[config.mk]
export PLATFORM = sky130hd
export DESIGN_NAME = if_fetch_predict
export DESIGN_NICKNAME = d
export VERILOG_FILES = /design/src/rtl/if_fetch_predict.sv
export SDC_FILE = /design/constraint.sdc
export NUM_CORES = 1
export LEC_CHECK = 0
export ABC_AREA = 1
export BUFFER_PORTS_ARGS = -buffer_cell sky130_fd_sc_hd__buf_2
export CAP_MARGIN = 20
export CORE_ASPECT_RATIO = 1.75
export CORE_MARGIN = 2
export CORE_UTILIZATION = 60
export CTS_CLUSTER_SIZE = 14
export DETAILED_ROUTE_END_ITERATION = 16
export GPL_TIMING_DRIVEN = 0
export PLACE_DENSITY = 0.81
export SLEW_MARGIN = 10
export SYNTH_ARGS = -nofsm -noshare
export SYNTH_HDL_FRONTEND = slang
export SYNTH_SLANG_ARGS = --single-unit
export TNS_END_PERCENT = 20
[constraint.sdc]
create_clock -name clk -period 3.45 [get_ports clk]
set_clock_uncertainty 0.05 [all_clocks]
set_input_delay 0 -clock clk [delete_from_list [all_inputs] [get_ports clk]]
set_output_delay 0 -clock clk [all_outputs]
set_load 0.02 [all_outputs]
[src/rtl/if_fetch_predict.sv]
// if_fetch_predict: fetch stage with BHT/predecode next-PC prediction, stall hold buffer and flush drain.
module if_fetch_predict #(
  parameter int width = 32,
  parameter int BHT_IDX = 6,
  parameter logic [width-1:0] RESET_PC = 'h60
) (
  input  logic             clk,
  input  logic             rst,
  input  logic             IF_stall_i,
  input  logic             ID_flush_i,
  input  logic [width-1:0] ID_branch_pc_i,
  input  logic             ID_is_br_i,
  input  logic             ID_br_en_i,
  input  logic [width-1:0] ID_pc_i,
  input  logic             imem_resp_i,
  input  logic [width-1:0] imem_rdata_i,
  output logic             imem_read_o,
  output logic [width-1:0] imem_address_o,
  output logic [width-1:0] IF_instr_o,
  output logic [width-1:0] IF_pc_out_o,
  output logic             IF_br_pred_o,
  output logic             IF_valid_o
);
  typedef enum logic [1:0] {FETCH, HOLD, DRAIN} state_t;
  state_t state;
  logic [width-1:0] pc, redirect_q, buf_instr, buf_next, tgt, next_pc;
  logic buf_pred, is_jal, is_br, pred;
  logic [1:0] bht [2**BHT_IDX];
  logic [1:0] upd;
  logic [BHT_IDX-1:0] rd_idx, wr_idx;
  logic [20:0] j_imm;
  logic [12:0] b_imm;
  logic unused_ok;
  assign unused_ok = ^{ID_pc_i[width-1:BHT_IDX+2], ID_pc_i[1:0]};
  assign rd_idx = pc[BHT_IDX+1:2];
  assign wr_idx = ID_pc_i[BHT_IDX+1:2];
  assign j_imm = {imem_rdata_i[31], imem_rdata_i[19:12], imem_rdata_i[20], imem_rdata_i[30:21], 1'b0};
  assign b_imm = {imem_rdata_i[31], imem_rdata_i[7], imem_rdata_i[30:25], imem_rdata_i[11:8], 1'b0};
  assign is_jal = imem_rdata_i[6:0] == 7'b1101111;
  assign is_br = imem_rdata_i[6:0] == 7'b1100011;
  assign pred = is_jal | (is_br & bht[rd_idx][1]);
  assign tgt = pc + (is_jal ? {{(width-21){j_imm[20]}}, j_imm} : {{(width-13){b_imm[12]}}, b_imm});
  assign next_pc = pred ? tgt : pc + width'(4);
  assign upd = ID_br_en_i ? (bht[wr_idx] == 2'b11 ? 2'b11 : bht[wr_idx] + 2'b01)
                          : (bht[wr_idx] == 2'b00 ? 2'b00 : bht[wr_idx] - 2'b01);
  assign imem_address_o = pc;
  assign imem_read_o = ~rst & (state != HOLD);
  assign IF_valid_o = ~rst & (state == HOLD | (state == FETCH & imem_resp_i & ~ID_flush_i));
  assign IF_instr_o = rst ? '0 : state == HOLD ? buf_instr : imem_rdata_i;
  assign IF_br_pred_o = ~rst & (state == HOLD ? buf_pred : pred);
  assign IF_pc_out_o = pc;
  always_ff @(posedge clk) begin
    if (rst) begin
      pc <= RESET_PC;
      state <= FETCH;
      redirect_q <= '0;
      buf_instr <= '0;
      buf_next <= '0;
      buf_pred <= 1'b0;
      for (int i = 0; i < 2**BHT_IDX; i++) bht[i] <= 2'b01;
    end else begin
      if (ID_is_br_i & ~IF_stall_i) bht[wr_idx] <= upd;
      unique case (state)
        FETCH:
          if (imem_resp_i & ID_flush_i) pc <= ID_branch_pc_i;
          else if (imem_resp_i & IF_stall_i) begin
            buf_instr <= imem_rdata_i;
            buf_pred <= pred;
            buf_next <= next_pc;
            state <= HOLD;
          end else if (imem_resp_i) pc <= next_pc;
          else if (ID_flush_i) begin
            redirect_q <= ID_branch_pc_i;
            state <= DRAIN;
          end
        HOLD:
          if (ID_flush_i | ~IF_stall_i) begin
            pc <= ID_flush_i ? ID_branch_pc_i : buf_next;
            state <= FETCH;
          end
        DRAIN:
          if (imem_resp_i) begin
            pc <= ID_flush_i ? ID_branch_pc_i : redirect_q;
            state <= FETCH;
          end else if (ID_flush_i) redirect_q <= ID_branch_pc_i;
        default: state <= FETCH;
      endcase
    end
  end
endmodule

# Yosys cells after proc, flatten, opt, wreduce, memory -nomap -nowiden

Memory sizes are Yosys's and may differ from the RTL's. A register that Yosys moved wholly into a read port is not among the register bits.
Cells that the tools add are included.

Bits in registers: 131
Memories kept: 1
Output and inout port bits: 99
Bits in writable memories: 128
Bits of input ports: 103
Logic and storage cells: 87

Reduce and logical (&&, ||, !) cells: 9
Add/sub/neg operators: 4
Mux-type cells: 37
Equality and inequality tests: 14
Bitwise logic cells: 16

Memories:

| name | words | width | read ports | clocked after memory_dff | wr ports | RTL line | RTL |
|---|---|---|---|---|---|---|---|
| bht  | 64    | 2     | 2          | 1                        | 64       | 28       | `logic [1:0] bht [2**BHT_IDX];` |

Operators by type and width:

| cell                  | count |
|---|---|
| $mux 32               | 13 |
| $pmux 32 s3           | 1 |
| $pmux 32 s2           | 1 |
| $add 32x3->32 const B | 1 |
| $add 32x32->32        | 1 |
| $mux 2                | 10 |
| $mux 20               | 1 |
| $mux 6                | 3 |
| $eq 7x7->1 const B    | 2 |
| $reduce_and 5->1      | 2 |
| $and 1x1->1           | 9 |
| $ne 3x2->1 const B    | 3 |
| $mux 1                | 7 |
| $ne 2x2->1 const B    | 3 |
| $pmux 2 s3            | 1 |
| $reduce_and 3->1      | 2 |
| $eq 2x2->1 const B    | 2 |
| $logic_not 2->1       | 2 |
| $ne 2x1->1 const B    | 2 |
| $not 1->1             | 4 |
| $ne 3x3->1 const B    | 1 |
| $or 1x1->1            | 3 |
| $reduce_bool 3->1     | 1 |
| $add 2x1->2 const B   | 1 |
| other kinds (4)       | 4 |

# Longest topological paths before layout

Gate-level depths: netlist of the first run.

Depth after elaboration: 10
Gate-level depth with buffers: 25
Mapped depth without buffers: 22

# Worst setup path before layout of the first run

No wires, ideal clock.

Path type: in2reg
Start point: input imem_rdata_i[2]
End point: register pc[27] (netlist: IF_pc_out_o[27])
Data required time: 3.283 ns
Slack: 0.381 ns
Stages: 24
Arrival: 2.902 ns
Library setup time: 0.117 ns
Buffers on the path: 3
Cells stage by stage: inv_1 -> nor3_1 -> and2_1 -> clkbuf_1 -> clkinv_1 -> clkbuf_1 -> clkbuf_1 -> nand2_1 -> nand2_1 -> ha_1 -> fa_1 -> nand3_1 -> nand2_1 -> nand2_1 -> nand2_1 -> nand2_1 -> o21ai_0 -> nand2_1 -> nand2_1 -> xor2_1 -> nand2_1 -> nand3_1 -> a21oi_1 -> nor2_1

Cells in the longest elaborated chain, start to end: 8

RTL lines:

| what                                         | RTL line | RTL |
|---|---|---|
| start: declaration                           | 16       | `input logic [width-1:0] imem_rdata_i,` |
| $eq 7x7->1 (on tied branches)                | 39, 40   |  |
| $mux 20 or $and 1x1->1 (tied branches)       | 42, 41   |  |
| $add 32x32->32 or $or 1x1->1 (tied branches) | 42, 41   |  |
| $mux 32 (*)                                  | 43       | `assign next_pc = pred ? tgt : pc + width'(4);` |
| $mux 32 (*)                                  | 71       | `end else if (imem_resp_i) pc <= next_pc;` |
| $mux 32 (*)                                  | 66       | `else if (imem_resp_i & IF_stall_i) begin` |
| $mux 32 (*)                                  | 65       | `if (imem_resp_i & ID_flush_i) pc <= ID_branch_pc_i;` |
| $pmux 32 s3 (*)                              | 63       | `unique case (state)` |
| end signal: assignment                       | 65       |  |
| end signal: assignment                       | 71       |  |
| end signal: assignment                       | 78       | `pc <= ID_flush_i ? ID_branch_pc_i : buf_next;` |
| end: declaration                             | 26       | `logic [width-1:0] pc, redirect_q, buf_instr, buf_next, tgt, next_pc;` |

Every way passes the cells marked *; elsewhere a longest branch is shown, timed or not. The select of a mux whose other input is x is not followed.
A chain may end at the register's enable or synchronous reset.

==> results of run 1 <==
[synthesized netlist by cell type, types with 6 or more instances]
library cell               count
sky130_fd_sc_hd__buf_4        39
sky130_fd_sc_hd__a21oi_1     184
sky130_fd_sc_hd__buf_6        10
sky130_fd_sc_hd__nand4_1      26
sky130_fd_sc_hd__a22o_1       11
sky130_fd_sc_hd__inv_2        11
sky130_fd_sc_hd__xor2_1       40
sky130_fd_sc_hd__nand2_1     505
sky130_fd_sc_hd__a221oi_1      6
sky130_fd_sc_hd__nor3_1       24
sky130_fd_sc_hd__nand3_1     241
sky130_fd_sc_hd__inv_1       218
sky130_fd_sc_hd__xnor2_1      14
sky130_fd_sc_hd__buf_1        15
sky130_fd_sc_hd__nor2_1      420
sky130_fd_sc_hd__clkbuf_1     85
sky130_fd_sc_hd__nand3_2       6
sky130_fd_sc_hd__o21ai_0     168
sky130_fd_sc_hd__dfxtp_1     137
sky130_fd_sc_hd__edfxtp_1    128
sky130_fd_sc_hd__o22ai_1      32
sky130_fd_sc_hd__a22oi_1       8
sky130_fd_sc_hd__o211ai_1     31
sky130_fd_sc_hd__buf_2        23
sky130_fd_sc_hd__ha_1         38
sky130_fd_sc_hd__nor4_1       11
[flip-flops by register name, summed over array words and instances, names as in the netlist, named ones only]
name,count
bht,128
IF_pc_out_o,32
buf_instr,32
buf_next,32
redirect_q,32
state,2
buf_pred,1
[cell families (layout without fill, tap and decap cells)]
kind of cell,Yosys count,count (layout),share of synthesized area [%]
compound gates,459,459,15.0
fa+ha+maj,39,39,2.91
buf+inv,404,700,10.4
simple gates,1241,1241,30.3
xor+xnor,54,54,2.78
flops,265,265,38.7
[through the flow]
| step | TNS (ns) | power [uW] |
|---|---|---|
| 2_1_floorplan | 0 | 5720 |
| 3_3_place_gp | -37.74 | 6790 |
| 3_5_place_dp | -41.21 | 6830 |
| 4_1_cts | 0 | 9700 |
| 5_1_grt | 0 | 10200 |
| 6_report | 0 | 9940 |
[area by class of cell]
cell class / count / area, sq um / area share, %
Clock buffer: 36 / 718 / 3.58
Clock inverter: 10 / 106 / 0.530
Multi-Input combinational cell: 1793 / 8730 / 43.6
Buffer: 170 / 907 / 4.52
Sequential cell: 265 / 6590 / 32.9
Inverter: 232 / 876 / 4.37
Timing Repair Buffer: 252 / 1650 / 8.25
Tap cell: 373 / 467 / 2.33
[metal layers]
| metal | vias up | global-route usage [%] |
|---|---|---|
| met5 | - | 0 |
| met4 | 0 | 55.6 |
| met3 | 623 | 10.4 |
| met2 | 1485 | 82.4 |
| met1 | 8837 | 43.5 |
| li1 | 8725 | - |
[report_power, final]
part           total (uW)  switching [uW]  internal (uW)
sequential           3840             331           3500
clock                2890            1290           1600
combinational        3210            2170           1040
total                9940            3790           6150
[worst paths after layout]
kind	startpoint	endpoint	depth (start not counted)
max reg2reg	state[0]$_SDFFE_PP0P_	IF_pc_out_o[21]$_SDFFE_PP0P_	12
max	flop	IF_br_pred_o	13
min	rst	flop	3
min reg2reg	buf_instr[26]$_SDFFE_PP0P_	buf_instr[26]$_SDFFE_PP0P_	2
[tightest hold or removal path, stage by stage]
cell	delay [ns]
sky130_fd_sc_hd__clkbuf_1	0.29
sky130_fd_sc_hd__nor2_1	0.19
sky130_fd_sc_hd__nand2_1	0.07
[cell usage in the layout, fill, tap and decap left out, drive strengths merged, types with 8 or more instances in the layout]
cell and n:
a22oi 8, a21oi 184, a22o 11, nor2 420, ha 38, edfxtp 128, buf 259, nand3 247
inv 229, nor3 24, nor4 12, clkinv 9, nand2 507, o211ai 31, dfxtp 137, xor2 40
clkbuf 122, dlygate4sd3 77, nand4 26, o22ai 32, xnor2 14, o21ai 168
[timing repair]
item                                    in CTS  in global routing
endpoints found under the setup margin      47                 42
endpoints found under the hold margin      115                  0
pin swaps                                    0                  1
buffers inserted                             0                  2
cloned                                       0                  0
gates resized for setup                     10                 24
hold buffers                                77                  0
==> out/metrics.csv, run 1 <==
metric,value,unit
run_status,finished clean,
worst_ep_arrival_time,3.34,ns
cp.buffers_inverters,4,
power_leakage,0.00877,uW
synth-seq-cells,265,
cap_violations,0,
gate_count_of_the_mapped_netlist,2462,
detailroute.via_count,19670,
critical_path.top_delay_family,simple AND/OR/NAND/NOR gates,
drive_gt1_share,11.7,%
crit_path_top_delay_cell,sky130_fd_sc_hd__dfxtp_1,
cts_inserted_buffers,25,
final-max-slew-violation-count,0,
path_class,flop to output pin,
dr.max_layer_used,met4,
cts_sinks,265,
antenna-diode-count,0,
report.final.hold_viol_count,0,
layoutNonFillerInstCount,3131,
worst_slew_pin_slew,0.940,ns
num_io_pins,202,
grt_pass1_wl,107,mm
yosysUniqueCellTypes,44,
clock_latency,0.58,ns
placedCellCount,3008,
timing.critical_path.mode_cell,sky130_fd_sc_hd__nand2_1,
drt_first_iter_violations,2177,
postLayoutCellArea,0.0200,sq mm
timing.critical_path.cells,inv_1 > nand3_1 > nand2_1 > nand2_1 > nand3_1 > nand2_1 > nand2_1 > nand3_2 > nand2_2 > clkbuf_4 > o21ai_0 > inv_1 > buf_2,
ys.flop_type,sky130_fd_sc_hd__dfxtp_1,
syn-mean-instance-area,6.92,sq um
synth_nets,2604,
most_area_consuming_cells_after_synthesis,"sky130_fd_sc_hd__edfxtp_1 (23%), sky130_fd_sc_hd__dfxtp_1 (16%), sky130_fd_sc_hd__nand2_1 (11%)",
place.gp.congestion,1.09,
tritoncts,built,
postRouteAntennaNets,0,
asyncSetResetFlopFracSynth,0,%
start_kind,flop,
timing.critical_path.fanout_max,10,
power-per-cell-area,496,mW/mm^2
final_net_count,2881,
buffer_ports.inserted,172,
min_path_type,input pin to flop,
route.met2.wl,34.1,mm
ir_worst_vdd,399,uV
synth_enable_flop_cells,128,
synthToLayoutAreaGrowth,17.7,%
floorplan.die_area,0.0298,sq mm
grt_start_max_net_pins,16,
wl,72.2,mm
synth_area,0.0170,sq mm
fmax,0.295,GHz
grt_setup_unrepaired,no,
r2r_slack,0.16,ns
cts-root-to-sink-buffers,3,
report.final.setup_viol,0,
detail_route.drc_violations,0,
required,3.40,ns
yosysSeqAreaShare,38.7,%
routed-wl-met3,6.48,mm
placement_rows,81,
nFillCells,2381,
yosys_warnings,0,
htreeDepth,1,
final.hold.worst_slack,0.0175,ns
setup_slack,0.0581,ns
synth_largest_type_area_fraction,22.6,%
worst_path_largest_cell_delay,0.75,ns
dr.pass1.iters,7,
endpoint_kind,output pin,
detailedPlace.worstSlack,-1.10,ns
track_usage,47.8,%
cts-root-buf,sky130_fd_sc_hd__clkbuf_16,
initial_core_util,60.9,%
postLayoutCoreUtil,71.7,%
period_minus_slack,3.39,ns
detail_route.wl_per_cell,23.1,um
die_h,227,um
dp.final_hpwl,53.2,mm
die_x,131,um
grt_pass1_vias,19469,
synth_top_cell_by_area,sky130_fd_sc_hd__edfxtp_1,
placed_cell_area,0.0184,sq mm
clock_pin_slew_reported_for_the_worst_setup_and_hold_paths_after_clock_tree_synthesis,0.06,ns
vias_per_cell,6.28,
met1_length,21.3,mm
floorplan.core_area,0.0280,sq mm
antenna_found_initial,0,
overall_overflow_remaining_after_global_route,0,
final_worst_path_cycle_share,98.3,%
max_slew_margin,37.4,%
(Power assumes the default switching activity.)
==> inputs of run 2 (changes only) <==
--- a/config.mk
+++ b/config.mk
@@ -8,7 +8,7 @@
 export ABC_AREA = 1
 export BUFFER_PORTS_ARGS = -buffer_cell sky130_fd_sc_hd__buf_2
 export CAP_MARGIN = 20
-export CORE_ASPECT_RATIO = 1.75
+export CORE_ASPECT_RATIO = 1.2
 export CORE_MARGIN = 2
 export CORE_UTILIZATION = 60
 export CTS_CLUSTER_SIZE = 14
==> run 2 against run 1 <==
Count of clock-buffer cells in the layout stayed put. Critical path type unchanged. Maximum frequency is 1.5% higher. Critical endpoint is now IF_instr_o[20]. Sequential share of layout area is 0.25 points lower. Largest cell class unchanged. Die area is 0.16% lower. Cell count is 0.26% higher. Hold slack worse by 0.0024 ns.
==> out/metrics.csv, run 2 (synthesized netlist as in run 1, its figures left out) <==
metric,value,unit
overall_overflow_remaining_after_global_route,0,
required,3.40,ns
tritoncts,built,
grt_setup_unrepaired,yes,
initial_core_util,61.0,%
wl,66.6,mm
final_worst_path_cycle_share,96.9,%
buffer_ports.inserted,172,
antenna_found_initial,0,
cts-root-buf,sky130_fd_sc_hd__clkbuf_16,
fmax,0.299,GHz
cts-root-to-sink-buffers,3,
drt_first_iter_violations,2243,
postRouteAntennaNets,0,
layout.cells.most_common_list,"sky130_fd_sc_hd__nand2_1 (505), sky130_fd_sc_hd__nor2_1 (420), sky130_fd_sc_hd__nand3_1 (241)",
report.final.hold_viol_count,0,
nFillCells,2348,
setup_slack,0.107,ns
path_class,flop to output pin,
dp.final_hpwl,49.0,mm
dr.pass1.iters,7,
postLayoutCellArea,0.0202,sq mm
die_x,158,um
track_usage,44.0,%
post-layout-total-power,10400,uW
grt_pass1_wl,100,mm
floorplan.die_area,0.0298,sq mm
final_common_cell,sky130_fd_sc_hd__nand2_1,
floorplan.core_area,0.0279,sq mm
synthToLayoutAreaGrowth,18.6,%
detail_route.drc_violations,0,
worst_ep_arrival_time,3.29,ns
run_status,finished clean,
clock_pin_slew_reported_for_the_worst_setup_and_hold_paths_after_clock_tree_synthesis,0.07,ns
totalNegativeSetupSlack,0,ns
report.final.setup_viol,0,
max_slew_margin,39.2,%
cts_post_setup_buffers_inserted,0,
cp.buffers_inverters,5,
placed_cell_area,0.0184,sq mm
final-max-slew-violation-count,0,
htreeDepth,1,
placement_rows,67,
min_path_type,input pin to flop,
largest_register_ffs,128,
cts_sinks,265,
grt_start_max_net_pins,16,
crit_path_top_delay_cell,sky130_fd_sc_hd__clkbuf_1,
sequential_cell_area,0.00659,sq mm
power_leakage,0.00888,uW
antenna-diode-count,0,
ir_worst_vdd,416,uV
area_of_the_multi_input_gates,0.00868,sq mm
start_kind,flop,
final_net_count,2880,
place.gp.congestion,1.04,
detailedPlace.worstSlack,-0.876,ns
grt_pass1_vias,18889,
critical_path.top_delay_family,buffers and inverters,
drive_gt1_share,11.8,%
timing.critical_path.cells,inv_1 > ha_1 > inv_1 > clkbuf_1 > clkbuf_1 > nor2_1 > nor2_1 > buf_2,
power-per-cell-area,515,mW/mm^2
vias_per_cell,6.16,
cap_violations,0,
worst_path_largest_cell_delay,0.52,ns
max_flop_register,bht,
worst_slew_pin_slew,0.905,ns
detail_route.wl_per_cell,21.2,um
cts_inserted_buffers,28,
num_io_pins,202,
clock_latency,0.60,ns
die_h,189,um
detailroute.via_count,19322,
timing.critical_path.fanout_max,10,
period_minus_slack,3.34,ns
endpoint_kind,output pin,
==> run 2: changes by cell type in the layout (fill, tap and decap cells not counted), moves of 3 or more <==
cell                            change
sky130_fd_sc_hd__bufinv_16          +5
sky130_fd_sc_hd__clkbuf_2           +5
sky130_fd_sc_hd__clkbuf_1           -3
sky130_fd_sc_hd__clkbuf_16          +3
sky130_fd_sc_hd__clkbuf_4           -3
sky130_fd_sc_hd__dlygate4sd3_1      -3
sky130_fd_sc_hd__o21ai_0            +3
==> run 2: repair_timing <==
item | CTS | global route
hold buffers | 74 | 0
resized for setup | 3 | 18
cloned | 0 | 0
endpoints found under the setup margin | 37 | 53
hold endpoints to repair | 112 | 0
==> run 2: layer usage <==
| metal | global-route usage (%) | up-vias | wire length, um |
|---|---|---|---|
| li1 | - | 8727 | - |
| met1 | 48.0 | 8742 | 22100 |
| met2 | 72.1 | 1358 | 30700 |
| met3 | 7.87 | 495 | 6240 |
| met4 | 40.2 | 0 | 7520 |
| met5 | 0 | - | 0 |
==> run 2: final timing paths <==
check / start / to / slack, ns / depth (start not counted)
max reg2reg: state[1]$_SDFFE_PP0P_ / state[0]$_SDFFE_PP0P_ / 0.36 / 10
min reg2reg: buf_instr[17]$_SDFFE_PP0P_ / buf_instr[17]$_SDFFE_PP0P_ / 0.44 / 2
min: ID_br_en_i / bht[3][1]$_SDFFCE_PN0P_ / 0.02 / 5
max: state[1]$_SDFFE_PP0P_ / IF_instr_o[20] / 0.11 / 8
==> run 2: stage by stage <==
| stage | utilization, % | hold WS, ns | instances |
|---|---|---|---|
| 2_1_floorplan | - | 0.116 | 2462 |
| 3_3_place_gp | 65.8 | 0.234 | 3013 |
| 5_1_grt | 72.4 | 0.0416 | 3139 |
| 6_report | 72.4 | 0.0151 | 3139 |
| 3_5_place_dp | 65.8 | 0.246 | 3013 |
| 4_1_cts | 72.3 | 0.00672 | 3138 |
==> run 2: cell type report <==
class,instances,area share [%]
plain buffers,171,4.49
clock buffers,36,3.87
inverters,232,4.32
clock inverters,16,1.43
well taps,379,2.35
multi-input cells,1793,43.0
flip-flops and latches,265,32.6
repair buffers,247,7.96
==> run 2: worst min-delay path, delay by kind of cell <==
family	cells	cell delay (ns)
AND/OR/NAND/NOR	4	0.45
buffers and inverters	1	0.10
==> run 2: power by group <==
group	total (uW)	switching [uW]	internal, uW
clock network	3530	1390	2140
registers	3800	296	3510
logic	3070	2050	1020
total	10400	3740	6660
==> inputs of run 3 (changes only) <==
--- a/config.mk
+++ b/config.mk
@@ -5,16 +5,16 @@
 export SDC_FILE = /design/constraint.sdc
 export NUM_CORES = 1
 export LEC_CHECK = 0
-export ABC_AREA = 1
 export BUFFER_PORTS_ARGS = -buffer_cell sky130_fd_sc_hd__buf_2
 export CAP_MARGIN = 20
-export CORE_ASPECT_RATIO = 1.2
+export CORE_ASPECT_RATIO = 0.75
 export CORE_MARGIN = 2
-export CORE_UTILIZATION = 60
+export CORE_UTILIZATION = 59
 export CTS_CLUSTER_SIZE = 14
 export DETAILED_ROUTE_END_ITERATION = 16
 export GPL_TIMING_DRIVEN = 0
-export PLACE_DENSITY = 0.81
+export HOLD_SLACK_MARGIN = 0.03
+export PLACE_DENSITY = 0.8
 export SLEW_MARGIN = 10
 export SYNTH_ARGS = -nofsm -noshare
 export SYNTH_HDL_FRONTEND = slang
==> run 3 against run 2 <==
The flow now finishes with violations (negative setup slack). Non-clock buffer count rose by 16. Via count fell by 13%. Sequential share of layout area rose by 0.97 points. Combinational power fell by 3%. Hold slack improved by 0.11 ns. Clock power fell by 19%. Largest power group unchanged. Sequential power fell by 3%.
==> out/metrics.csv, run 3 <==
metric,value,unit
vias_per_cell,6.59,
power_leakage,0.00744,uW
placement_rows,52,
yosys.cell_count.top_type,sky130_fd_sc_hd__nand2_1,
totalNegativeSetupSlack,-0.0702,ns
track_usage,41.1,%
switchingPower,3380,uW
detail_route.drc_violations,0,
max_slew_margin,17.3,%
synth_top_cell_by_area,sky130_fd_sc_hd__edfxtp_1,
beginning_of_the_worst_register_to_register_path,IF_pc_out_o[23]$_SDFFE_PP0P_,
r2r_slack,-0.06,ns
path_class,flop to flop,
timing.critical_path.cells,ha_1 > and2_1 > a22o_1 > or3_1 > a221oi_2 > a21oi_2 > or4_4 > a41o_1 > or3_4 > a21oi_2,
grt_pass1_vias,15190,
floorplan.die_area,0.0291,sq mm
grt_setup_unrepaired,yes,
worst_ep_arrival_time,3.93,ns
final.hold.worst_slack,0.123,ns
worst_r2r_path_depth,10,
cts-root-buf,sky130_fd_sc_hd__clkbuf_16,
drive_gt1_share,18.6,%
violated_checks,negative setup slack,
synthToLayoutAreaGrowth,20.0,%
cts_sinks,265,
seq_power_share,38.8,%
worst_path_largest_cell_delay,0.58,ns
detailroute.via_count,16741,
dp.final_hpwl,44.4,mm
htreeDepth,1,
postLayoutCellArea,0.0196,sq mm
required,3.87,ns
drt_first_iter_violations,2386,
final-max-slew-violation-count,0,
min_delay_path_depth,3,
tritoncts,built,
combinationalPowerShare,31.3,%
critical_path.top_delay_family,simple AND/OR/NAND/NOR gates,
switching_share,35.5,%
overall_overflow_remaining_after_global_route,0,
crit_path_top_delay_cell,sky130_fd_sc_hd__or4_4,
clock_latency,0.56,ns
endpoint_of_the_most_critical_register_to_register_path,IF_pc_out_o[31]$_SDFFE_PP0P_,
asyncSetResetFlopFracSynth,0,%
min_delay_worst_endpoint,bht[46][0]$_SDFFCE_PN1P_,
largest_register_ffs,128,
yosysUniqueCellTypes,75,
ir_worst_vdd,414,uV
yosys_warnings,0,
grt_start_max_net_pins,17,
post_synth_most_frequent_cells,"sky130_fd_sc_hd__nand2_1 (304), sky130_fd_sc_hd__nor2_1 (200), sky130_fd_sc_hd__a21oi_1 (140)",
grt_pass1_wl,90.9,mm
detail_route.wl_per_cell,24.2,um
synth_largest_type_area_fraction,23.5,%
layout.cells.most_common_list,"sky130_fd_sc_hd__nand2_1 (304), sky130_fd_sc_hd__nor2_1 (199), sky130_fd_sc_hd__buf_2 (185)",
floorplan.core_area,0.0271,sq mm
place.gp.congestion,1.02,
report.final.hold_viol_count,0,
placed_cell_area,0.0177,sq mm
final_worst_path_cycle_share,102,%
synth-seq-cells,265,
period_minus_slack,3.51,ns
report.final.setup_viol,2,
power-per-cell-area,485,mW/mm^2
cellInternalPower,6140,uW
worst_slew_pin_slew,1.24,ns
cts-root-to-sink-buffers,3,
most_area_consuming_cells_after_synthesis,"sky130_fd_sc_hd__edfxtp_1 (23%), sky130_fd_sc_hd__dfxtp_1 (17%), sky130_fd_sc_hd__nand2_1 (7.0%)",
yosysSeqAreaShare,40.3,%
synth_nets,2024,
worstHoldStart,ID_pc_i[2],
cts_inserted_buffers,27,
antenna-diode-count,0,
synth_enable_flop_cells,128,
buffer_ports.inserted,169,
start_kind,flop,
gate_count_of_the_mapped_netlist,1882,
clock_pin_slew_reported_for_the_worst_setup_and_hold_paths_after_clock_tree_synthesis,0.07,ns
wl,61.6,mm
num_io_pins,202,
final_common_cell,sky130_fd_sc_hd__nand2_1,
timing.critical_path.fanout_max,8,
final_net_count,2309,
run_status,"finished, violations left",
synth_area,0.0164,sq mm
setup_slack,-0.0577,ns
cp.buffers_inverters,0,
antenna_found_initial,0,
timing.critical_path.mode_cell,sky130_fd_sc_hd__a21oi_2,
power.share.clock,29.9,%
ys.flop_type,sky130_fd_sc_hd__dfxtp_1,
postLayoutCoreUtil,72.4,%
min_path_type,input pin to flop,
die_x,196,um
nFillCells,2094,
postRouteAntennaNets,0,
initial_core_util,60.3,%
dr.pass1.iters,6,
cap_violations,0,
max_flop_register,bht,
die_h,148,um
syn-mean-instance-area,8.69,sq um
fmax,0.285,GHz
endpoint_kind,flop,
==> run 3: changes by cell type in the layout (fill, tap and decap cells not counted), sizes merged, moves of 24 or more <==
| cell | before | now |
|---|---|---|
| a22oi | 8 | 43 |
| nand3 | 247 | 77 |
| a21o | 2 | 40 |
| mux4 | 0 | 24 |
| a21oi | 184 | 143 |
| nand2 | 507 | 304 |
| nor3 | 24 | 53 |
| inv | 230 | 15 |
| nand2b | 0 | 44 |
| nor2 | 420 | 200 |
| mux2i | 0 | 76 |
| o211ai | 31 | 5 |
| a211oi | 0 | 31 |
| o21ai | 168 | 46 |
==> run 3: worst max path at each step <==
| stage | slack (ns) | end | cells after the start | from |
|---|---|---|---|---|
| 2_1_floorplan | -0.09 | IF_pc_out_o[31]$_SDFFE_PP0P_ | 16 | imem_rdata_i[1] |
| 3_3_place_gp | -0.78 | IF_pc_out_o[31]$_SDFFE_PP0P_ | 17 | imem_rdata_i[1] |
| 3_5_place_dp | -0.83 | IF_pc_out_o[26]$_SDFFE_PP0P_ | 15 | imem_rdata_i[1] |
| 4_1_cts | -0.15 | IF_pc_out_o[26]$_SDFFE_PP0P_ | 15 | imem_rdata_i[1] |
| 5_1_grt | -0.14 | IF_pc_out_o[31]$_SDFFE_PP0P_ | 17 | imem_rdata_i[1] |
| 6_report | -0.06 | IF_pc_out_o[31]$_SDFFE_PP0P_ | 10 | IF_pc_out_o[23]$_SDFFE_PP0P_ |
==> run 3: final cells by class <==
| type | instances | area, sq um | area share [%] |
|---|---|---|---|
| buffer | 177 | 877 | 4.47 |
| clock buffer | 40 | 788 | 4.01 |
| clock inverter | 10 | 55.1 | 0.280 |
| inverter | 15 | 56.3 | 0.287 |
| multi-input combinational | 1424 | 9130 | 46.5 |
| sequential | 265 | 6590 | 33.6 |
| tap | 351 | 439 | 2.24 |
| timing repair buffer | 257 | 1700 | 8.66 |
==> run 3: timing repair <==
item	CTS	global route
setup endpoints to repair	53	112
hold endpoints to repair	108	0
pin swaps	1	20
gates resized for setup	21	51
hold buffers	70	0
setup buffers	0	15
==> run 3: metal layers <==
metal  part of all wire, %  global-route usage [%]  vias up
met5                     0                       0        -
met4                   3.8                    13.0        0
met3                    16                    14.1      199
met2                    40                    57.2     1273
met1                    40                    59.9     7924
li1                      -                       -     7345
==> run 3: cell families (layout without fill, tap and decap cells) <==
| logic type | after synthesis | count (layout) | share of synthesized area, % |
|---|---|---|---|
| and+or+nand+nor | 784 | 784 | 21.7 |
| AOI/OAI and AO/OA | 429 | 429 | 17.5 |
| DFF | 265 | 265 | 40.3 |
| buffers and inverters | 193 | 499 | 5.42 |
| muxes | 120 | 120 | 9.33 |
| xor gates and xnor gates | 50 | 50 | 2.68 |
| adders and majority gates | 41 | 41 | 3.15 |
==> run 3: worst register-to-register path, stage by stage, from the launching register on <==
cell                       delay, ns
sky130_fd_sc_hd__dfxtp_1        0.57
sky130_fd_sc_hd__ha_1           0.39
sky130_fd_sc_hd__and2_1         0.19
sky130_fd_sc_hd__a22o_1         0.20
sky130_fd_sc_hd__or3_1          0.33
sky130_fd_sc_hd__a221oi_2       0.32
sky130_fd_sc_hd__a21oi_2        0.13
sky130_fd_sc_hd__or4_4          0.58
sky130_fd_sc_hd__a41o_1         0.24
sky130_fd_sc_hd__or3_4          0.33
sky130_fd_sc_hd__a21oi_2        0.11
==> run 3: through the flow <==
| step | setup WS [ns] | total power (uW) | cells |
|---|---|---|---|
| after global placement | -0.783 | 6380 | 2402 |
| after floorplan | -0.0868 | 5510 | 1882 |
| final | -0.0577 | 9530 | 2539 |
| after CTS | -0.149 | 9300 | 2522 |
| after detailed placement | -0.827 | 6420 | 2402 |
| after global routing | -0.140 | 9810 | 2539 |
==> run 3: power groups by stage <==
stage                     Clock [uW]  Combinational [uW]  Sequential, uW
after floorplan                    0                1780            3730
after global placement             0                2640            3740
after detailed placement           0                2680            3740
after CTS                       2840                2780            3680
after global routing            2970                3140            3710
final                           2850                2980            3700
